`src/rtl/calc_engine.sv`:
```
// calc_engine: signed accumulator core with single-cycle add/sub and W-cycle iterative mul/div.
// Optional build macro CALC_SATURATE_EN clamps acc on overflow instead of wrapping.
module calc_engine #(
  parameter int W = 8
) (
  input  logic         clki,
  input  logic         rst_n,
  input  logic [W-2:0] mag,
  input  logic         sinal,
  input  logic [1:0]   op,
  input  logic         load,
  input  logic         go,
  output logic         busy,
  output logic         done,
  output logic [W-1:0] acc,
  output logic         ovf,
  output logic         dz
);

  localparam int CW = $clog2(W + 1);
  localparam logic [2*W-1:0] HALF = (2*W)'(1) << (W - 1);
`ifdef CALC_SATURATE_EN
  localparam logic [W-1:0] MAXV = {1'b0, {(W-1){1'b1}}};
  localparam logic [W-1:0] MINV = {1'b1, {(W-1){1'b0}}};
`endif

  typedef enum logic [1:0] {IDLE, ITER, FIN} state_t;

  state_t         state_q, state_d;
  logic [W-1:0]   acc_q, acc_d;
  logic           ovf_q, ovf_d, dz_q, dz_d, done_q, done_d, busy_q, busy_d;
  logic [1:0]     op_q, op_d;
  logic [W-1:0]   opnd_q, opnd_d;
  logic           neg_q, neg_d;
  logic [W-1:0]   a_q, a_d, b_q, b_d, rem_q, rem_d;
  logic [2*W-1:0] mcand_q, mcand_d, prod_q, prod_d;
  logic [CW-1:0]  cnt_q, cnt_d;

  logic [W-1:0]   operand, accMag, opMag, sum;
  logic [W:0]     trial, diff;
  logic [W-1:0]   finAcc;
  logic           finOvf, finDz;

  assign operand = sinal ? -{1'b0, mag} : {1'b0, mag};
  assign opMag   = {1'b0, mag};
  assign accMag  = acc_q[W-1] ? -acc_q : acc_q;

  // Restoring division: a_q shifts the dividend out and the quotient in.
  assign trial = {rem_q, a_q[W-1]};
  assign diff  = trial - {1'b0, b_q};

  always_comb begin
    finAcc = acc_q;
    finOvf = 1'b0;
    finDz  = 1'b0;
    sum    = '0;
    case (op_q)
      2'b00: begin
        sum    = acc_q + opnd_q;
        finAcc = sum;
        finOvf = (acc_q[W-1] == opnd_q[W-1]) && (sum[W-1] != acc_q[W-1]);
      end
      2'b01: begin
        sum    = acc_q - opnd_q;
        finAcc = sum;
        finOvf = (acc_q[W-1] != opnd_q[W-1]) && (sum[W-1] != acc_q[W-1]);
      end
      2'b10: begin
        finAcc = neg_q ? -prod_q[W-1:0] : prod_q[W-1:0];
        finOvf = neg_q ? (prod_q > HALF) : (prod_q >= HALF);
      end
      default: begin
        if (opnd_q == '0) begin
          finDz = 1'b1;
        end else begin
          finAcc = neg_q ? -a_q : a_q;
          finOvf = !neg_q && a_q[W-1];
        end
      end
    endcase
`ifdef CALC_SATURATE_EN
    // On overflow the true result has the sign of acc (add/sub) or of neg_q (mul/div).
    if (finOvf) begin
      if (op_q[1]) finAcc = neg_q ? MINV : MAXV;
      else         finAcc = acc_q[W-1] ? MINV : MAXV;
    end
`endif
  end

  always_comb begin
    state_d = state_q;
    acc_d   = acc_q;
    ovf_d   = ovf_q;
    dz_d    = dz_q;
    done_d  = 1'b0;
    busy_d  = busy_q;
    op_d    = op_q;
    opnd_d  = opnd_q;
    neg_d   = neg_q;
    a_d     = a_q;
    b_d     = b_q;
    rem_d   = rem_q;
    mcand_d = mcand_q;
    prod_d  = prod_q;
    cnt_d   = cnt_q;
    case (state_q)
      IDLE: begin
        busy_d = 1'b0;
        if (load) begin
          acc_d = operand;
          ovf_d = 1'b0;
          dz_d  = 1'b0;
        end else if (go) begin
          op_d    = op;
          opnd_d  = operand;
          neg_d   = acc_q[W-1] ^ sinal;
          a_d     = accMag;
          b_d     = opMag;
          rem_d   = '0;
          mcand_d = {{W{1'b0}}, accMag};
          prod_d  = '0;
          cnt_d   = '0;
          // A zero operand short-circuits mul (result 0) and div (divide-by-zero).
          if (op[1] && (mag != '0)) begin
            state_d = ITER;
            busy_d  = 1'b1;
          end else begin
            state_d = FIN;
          end
        end
      end
      ITER: begin
        cnt_d = cnt_q + CW'(1);
        if (!op_q[0]) begin
          if (b_q[0]) prod_d = prod_q + mcand_q;
          mcand_d = mcand_q << 1;
          b_d     = b_q >> 1;
        end else begin
          rem_d = diff[W] ? trial[W-1:0] : diff[W-1:0];
          a_d   = {a_q[W-2:0], ~diff[W]};
        end
        if (cnt_q == CW'(W - 1)) state_d = FIN;
      end
      FIN: begin
        acc_d   = finAcc;
        ovf_d   = finOvf;
        dz_d    = finDz;
        done_d  = 1'b1;
        busy_d  = 1'b0;
        state_d = IDLE;
      end
      default: state_d = IDLE;
    endcase
  end

  always_ff @(posedge clki or negedge rst_n) begin
    if (!rst_n) begin
      state_q <= IDLE;
      acc_q   <= '0;
      ovf_q   <= 1'b0;
      dz_q    <= 1'b0;
      done_q  <= 1'b0;
      busy_q  <= 1'b0;
      op_q    <= '0;
      opnd_q  <= '0;
      neg_q   <= 1'b0;
      a_q     <= '0;
      b_q     <= '0;
      rem_q   <= '0;
      mcand_q <= '0;
      prod_q  <= '0;
      cnt_q   <= '0;
    end else begin
      state_q <= state_d;
      acc_q   <= acc_d;
      ovf_q   <= ovf_d;
      dz_q    <= dz_d;
      done_q  <= done_d;
      busy_q  <= busy_d;
      op_q    <= op_d;
      opnd_q  <= opnd_d;
      neg_q   <= neg_d;
      a_q     <= a_d;
      b_q     <= b_d;
      rem_q   <= rem_d;
      mcand_q <= mcand_d;
      prod_q  <= prod_d;
      cnt_q   <= cnt_d;
    end
  end

  assign busy = busy_q;
  assign done = done_q;
  assign acc  = acc_q;
  assign ovf  = ovf_q;
  assign dz   = dz_q;

endmodule

```
`config.mk`:
```
export PLATFORM = sky130hd
export DESIGN_NAME = calc_engine
export DESIGN_NICKNAME = d
export VERILOG_FILES = /design/src/rtl/calc_engine.sv
export SDC_FILE = /design/constraint.sdc
export NUM_CORES = 1
export LEC_CHECK = 0
export CAP_MARGIN = 20
export CORE_MARGIN = 2
export CORE_UTILIZATION = 41
export CTS_BUF_LIST = sky130_fd_sc_hd__clkbuf_8
export CTS_CLUSTER_SIZE = 10
export DETAILED_ROUTE_END_ITERATION = 12
export HOLD_SLACK_MARGIN = 0.05
export SLEW_MARGIN = 20
export SYNTH_ARGS = -nofsm -noshare
export SYNTH_HDL_FRONTEND = slang
export SYNTH_SLANG_ARGS = --single-unit
```
`constraint.sdc`:
```
create_clock -name clki -period 7.2 [get_ports clki]
set_input_delay 1.44 -clock clki [delete_from_list [all_inputs] [get_ports clki]]
set_output_delay 1.44 -clock clki [all_outputs]
set_load 0.02 [all_outputs]
```
==> results of run 1 <==
-- per-stage QoR --
step | utilization | worst slack (ns) | instances | area (sq um)
floorplan | - | 4.22 | 723 | 6090
global placement | 0.448 | 3.61 | 909 | 6510
detailed placement | 0.448 | 3.55 | 909 | 6510
CTS | 0.463 | 3.94 | 924 | 6730
global route | 0.463 | 3.73 | 924 | 6730
finish | 0.463 | 3.93 | 924 | 6730
-- worst min-delay path: stages, from the launching register on --
cell and delay (ns):
dfrtp_1 0.36, nand2_1 0.05, o211ai_1 0.07
-- cell usage in the layout, fill, tap and decap left out, types with 10 or more instances in the layout --
cell	count
mux2i_1	11
dfrtp_1	84
clkdlybuf4s50_1	24
inv_1	41
o21ai_0	85
nor2_1	48
ha_1	46
o21a_1	10
nand3_1	17
nor3_1	10
o211ai_1	13
clkbuf_8	11
o31ai_1	13
nand2_1	95
xor2_1	17
a21oi_1	44
xnor2_1	20
-- cells by family (layout without fill, tap and decap cells) --
kind of cell / Yosys count / in the layout
xor+xnor: 37 / 37
mux: 12 / 12
simple gates: 227 / 227
compound gates: 241 / 241
flops: 84 / 84
buf+inv: 72 / 89
fa+ha+maj: 50 / 50
-- sequential cells by signal, summed over array words and instances, names as in the netlist, 2 cells and up --
name     flops
acc          8
a_q          8
cnt_q        4
mcand_q     16
prod_q      16
state_q      2
rem_q        8
opnd_q       8
b_q          7
op_q         2
-- cell usage after synthesis, drive strengths merged, types with 9 or more instances --
library cell	n
nor3	10
nor2b	9
o21ai	85
xnor2	20
xor2	17
a31oi	9
inv	41
clkbuf	28
nand2b	9
dfrtp	84
ha	46
nor2	48
o211ai	13
a22o	9
a21oi	45
mux2i	11
o21a	10
o31ai	13
nand3	17
nand2	95
-- power breakdown --
part	switching (W)	internal [W]	total, W
clock	0.000175	0.000212	0.000387
combinational	0.00112	0.000781	0.00190
sequential	0.000272	0.000649	0.000922
total	0.00157	0.00164	0.00321
-- worst min-delay path by stage --
stage / startpoint / to / slack [ns] / depth (start not counted)
detailed placement: busy$_DFFE_PN0P_ / busy$_DFFE_PN0P_ / 0.49 / 2
global route: dz$_DFFE_PN0P_ / dz$_DFFE_PN0P_ / 0.55 / 1
global placement: busy$_DFFE_PN0P_ / busy$_DFFE_PN0P_ / 0.49 / 2
floorplan: b_q[3]$_DFFE_PN0P_ / b_q[3]$_DFFE_PN0P_ / 0.47 / 2
CTS: busy$_DFFE_PN0P_ / busy$_DFFE_PN0P_ / 0.52 / 2
finish: ovf$_DFFE_PN0P_ / ovf$_DFFE_PN0P_ / 0.51 / 2
-- area by class of cell --
class / count / area share
multi-input cells: 567 / 0.552
clock inverters: 4 / 0.0108
repair buffers: 33 / 0.0457
clock buffers: 11 / 0.0225
inverters: 41 / 0.0229
well taps: 184 / 0.0342
flip-flops and latches: 84 / 0.312
-- per-layer routing --
metal / part of all wire / vias to the layer above / GRT usage / routed length (microns)
met1: 0.45 / 2584 / 0.280 / 7430
met3: 0.035 / 22 / 0.0395 / 568
met4: 0.023 / 0 / 0.0705 / 381
met5: 0 / - / 0 / 0
met2: 0.49 / 111 / 0.362 / 8020
li1: - / 2634 / - / -
==> flow_metrics.tcl, run 1 <==
set metrics [dict create \
    status "finished clean" \
    crit_path_max_fanout 45 \
    netlist.area_leader.share 0.345 \
    finalHoldViolCount 0 \
    synth_ff_type "dfrtp_1" \
    cts_buffers 9 \
    cts.htree.levels 3 \
    postSynthAreaPerCell_sq_um 8.43 \
    ff_latch_area_sq_mm 0.00210 \
    min_period_ns 3.27 \
    multi_input_area_sq_mm 0.00371 \
    place_hpwl_mm 12.4 \
    vias 5351 \
    cp_slowest_stage_delay_ns 0.42 \
    crit_chain "clkdlybuf4s50_1 -> nand2b_1 -> mux2i_1 -> nand2b_1 -> buf_4 -> o21bai_1 -> buf_4 -> nor2_1 -> a22o_1" \
    ys_ff_latch 84 \
    viasPerCell 5.79 \
    cp.arrival_ns 3.57 \
    fin_skew_ns 0.0140 \
    syn-num-nets 787 \
    crit_slowest_cell "clkdlybuf4s50_1" \
    clock_path_buffers 2 \
    netlist_instances 723 \
    tightestPinTransition_ns 0.910 \
    finalSetupTns_ns 0 \
    cts_resized 0 \
    grt_pass1_vias 5215 \
    start_util 0.419 \
    crit_end "prod_q[12]$_DFFE_PN0P_" \
    grtUsageTotal 0.215 \
    routed_wl_mm 16.4 \
    fillers 1402 \
    cts_setup_buffers 0 \
    gr-total-overflow 0 \
    wl_per_cell_microns 17.8 \
    synth_edf_count 0 \
    synth.area.top_cells "dfrtp_1 34%, ha_1 9.4%, o21ai_0 7.0%" \
    yosysWarnings 0 \
    numClockSinks 84 \
    ys_seq_area_frac 0.345 \
    synthArstFlopShare 1.00 \
    firstDrtPassIters 5 \
    cap_violations 0 \
    ctsHoldBuffers 0 \
    whs_ns 0.514 \
    grt_pass1_wl_mm 27.3 \
    area_delta_synth_final_pct 10.4 \
    cp.required_ns 7.51 \
    synth_mux_area_frac 0.0199 \
    rsz0062_at_grt "no" \
    drtIter0Drc 413 \
    diodes 0 \
    power_density_mw_per_mm2 477 \
    path_depth 9 \
    antenna_found_initial 0 \
    die_w_microns 126 \
    clock_latency_ns 0.38 \
    startpoint_type "input port" \
    syn_area_sq_mm 0.00609 \
    hold_path.class "reg -> reg" \
    ant_nets 0 \
    power.leakage_nw 2.93 \
    synth_area_leader_cell "dfrtp_1" \
    post_synth_and_or_nand_nor_area_fraction 0.176 \
    max_slew_margin 0.391 \
    crit_start "load" \
    portBuffers 25 \
    fin_crit_sh 0.454 \
    drive_gt1_frac 0.0446 \
    clkTransAtPathRegs_ns 0.09 \
    final_nets 800 \
    critPathKind "in -> reg" \
    critical-path-top-delay-family "buffers and inverters" \
    ir_drop_mv 0.137 \
    fp.dieArea_sq_mm 0.0159 \
    root_buffer "clkbuf_8" \
    total_power_w 0.00321 \
    grt_max_degree 62 \
    rrSetupSlack_ns 4.36 \
    r2r-start "a_q[7]$_DFFE_PN0P_" \
    drc 0 \
    r2r_end "rem_q[4]$_DFFE_PN0P_" \
    synth-compound-area-share 0.253 \
    fp.dieH_microns 126 \
    synth.distinct_cells 62 \
    drv_slew 0 \
    synth_xor_area_frac 0.0532 \
    core_area_sq_mm 0.0145 \
    synth_top_family_by_area "compound AO/OA/AOI/OAI gates" \
    final-setup-viol-count 0 \
    fp-row-count 44 \
    cp-end-kind "flop" \
    synth_fa_ha_area_frac 0.108 \
    ios 26 \
    max_freq_mhz 306 \
    ff2ff_path_depth 9 \
    cp.buffers_inverters 3 \
    cts_tree "built" \
    place_congestion 0.879 \
]
No activity file was read; power rests on OpenSTA's default activity.
==> run 2, diff against run 1 <==
Clock period 7.2 ns to 3.1 ns, I/O delays scaled along.
==> run 2 against run 1 <==
Net effect:
- setup slack lost 3.5 ns
- worst hold slack worse by 0.25 ns
- final area rose by 0.71%
- register-to-register slack lost 3.9 ns
- count of clock-buffer cells in the layout is 1 lower
- clock skew is 0.0046 ns higher
- global-route usage rose by 0.99 points
- final cell count rose by 0.65%
- combinational power grew 140%
- first-iteration DRC count fell by 23%
- via count grew 1.7%
- highest routed layer unchanged
==> flow_metrics.tcl, run 2 (synthesis results as in run 1) <==
set metrics [dict create \
    status "finished clean" \
    area_delta_synth_final_pct 11.2 \
    design_area_sq_mm 0.00678 \
    tightestPinTransition_ns 0.854 \
    cts_setup_buffers 0 \
    wl_per_cell_microns 18.5 \
    power.leakage_nw 2.96 \
    clock_latency_ns 0.39 \
    place_congestion 0.912 \
    core_area_sq_mm 0.0145 \
    layout_common_cells "95 x nand2_1, 85 x o21ai_0, 84 x dfrtp_1" \
    finalSetupTns_ns 0 \
    power_density_mw_per_mm2 1120 \
    routed_wl_mm 17.2 \
    cp.arrival_ns 2.95 \
    fillers 1446 \
    cp.required_ns 3.36 \
    setup_ws_ns 0.417 \
    root_buffer "clkbuf_8" \
    clkTransAtPathRegs_ns 0.10 \
    numClockSinks 84 \
    grt_max_degree 46 \
    max_freq_mhz 373 \
    vias 5443 \
    cp-end-kind "flop" \
    start_util 0.419 \
    fp.dieArea_sq_mm 0.0159 \
    cts_tree "built" \
    cts_resized 0 \
    fin_crit_sh 0.866 \
    clock_path_buffers 2 \
    finalHoldViolCount 0 \
    cts_buffers 9 \
    drc 0 \
    fp-row-count 44 \
    ant_nets 0 \
    grt_pass1_vias 5417 \
    drive_gt1_frac 0.0497 \
    antenna_found_initial 1 \
    viasPerCell 5.85 \
    final_util 0.466 \
    drv_slew 0 \
    max_slew_margin 0.429 \
    grt_pass1_wl_mm 28.4 \
    final_common_cell "nand2_1" \
    drtIter0Drc 320 \
    fin_skew_ns 0.0186 \
    crit_path_max_fanout 12 \
    dp_cells 913 \
    place_ws_ns 0.427 \
    min_period_ns 2.68 \
    place_hpwl_mm 12.8 \
    startpoint_type "flop" \
    hold_path.class "in -> async" \
    ios 26 \
    rsz0062_at_grt "no" \
    dpl_cell_area_sq_mm 0.00655 \
    cap_violations 0 \
    final-setup-viol-count 0 \
    instances_no_fill 930 \
    reg.largest.list "mcand_q x16, prod_q x16" \
    portBuffers 25 \
    fp.dieH_microns 126 \
    die_w_microns 126 \
    ctsHoldBuffers 0 \
    grtUsageTotal 0.225 \
    gr-total-overflow 0 \
    firstDrtPassIters 4 \
    cts.htree.levels 3 \
    ir_drop_mv 0.296 \
    final_nets 804 \
    critPathKind "reg -> reg" \
]
run 2: final timing paths:
| kind | to | start | cells past startpoint | slack (ns) |
|---|---|---|---|---|
| worst max-delay path | rem_q[3]$_DFFE_PN0P_ | a_q[7]$_DFFE_PN0P_ | 9 | 0.42 |
| worst max register to register | rem_q[3]$_DFFE_PN0P_ | a_q[7]$_DFFE_PN0P_ | 9 | 0.42 |
| max in group asynchronous | rem_q[2]$_DFFE_PN0P_ | rst_n | 2 | 2.16 |
| min in group clki | busy$_DFFE_PN0P_ | busy$_DFFE_PN0P_ | 2 | 0.50 |
| worst min-delay path | prod_q[11]$_DFFE_PN0P_ | rst_n | 1 | 0.27 |
| worst min register to register | busy$_DFFE_PN0P_ | busy$_DFFE_PN0P_ | 2 | 0.50 |
run 2: stage by stage:
step                hold slack [ns]  power [W]
detailed placement            0.466    0.00661
CTS                           0.285    0.00756
floorplan                     0.324    0.00528
global route                  0.307    0.00825
global placement              0.475    0.00654
finish                        0.266    0.00758
run 2: final cells by class:
cell class | instances | area (sq um) | area share
timing repair buffer | 37 | 350 | 0.0517
multi-input combinational | 567 | 3710 | 0.548
clock buffer | 10 | 138 | 0.0203
inverter | 41 | 154 | 0.0227
sequential | 84 | 2100 | 0.310
antenna | 1 | 2.50 | 0.000369
clock inverter | 6 | 88.8 | 0.0131
tap | 184 | 230 | 0.0340
run 2: critical path, cell delays in order, from the launching register on:
cell     delay (ns)
dfrtp_1        0.40
inv_1          0.11
ha_1           0.20
fa_1           0.26
nor2b_4        0.05
o31a_1         0.26
o31a_1         0.28
or4_4          0.51
and4_1         0.23
a221o_1        0.26
run 2: metal layers:
metal | routed length, microns | track usage | share of wire | vias to the layer above
met5 | 0 | 0 | 0 | -
met4 | 858 | 0.138 | 0.050 | 0
met3 | 671 | 0.0370 | 0.039 | 45
met2 | 7890 | 0.353 | 0.46 | 152
met1 | 7750 | 0.291 | 0.45 | 2606
li1 | - | - | - | 2640
run 2: report_power, final:
part           switching, W  internal [W]  leakage (nW)
clock              0.000447      0.000476         0.114
sequential         0.000607       0.00151          1.08
combinational       0.00269       0.00185          1.77
==> run 3, diff against run 2 <==
Settings changed: SETUP_SLACK_MARGIN from default to 0.02.
==> results of run 3 <==
Final layout, timing and power as in run 2 (identical DEF).
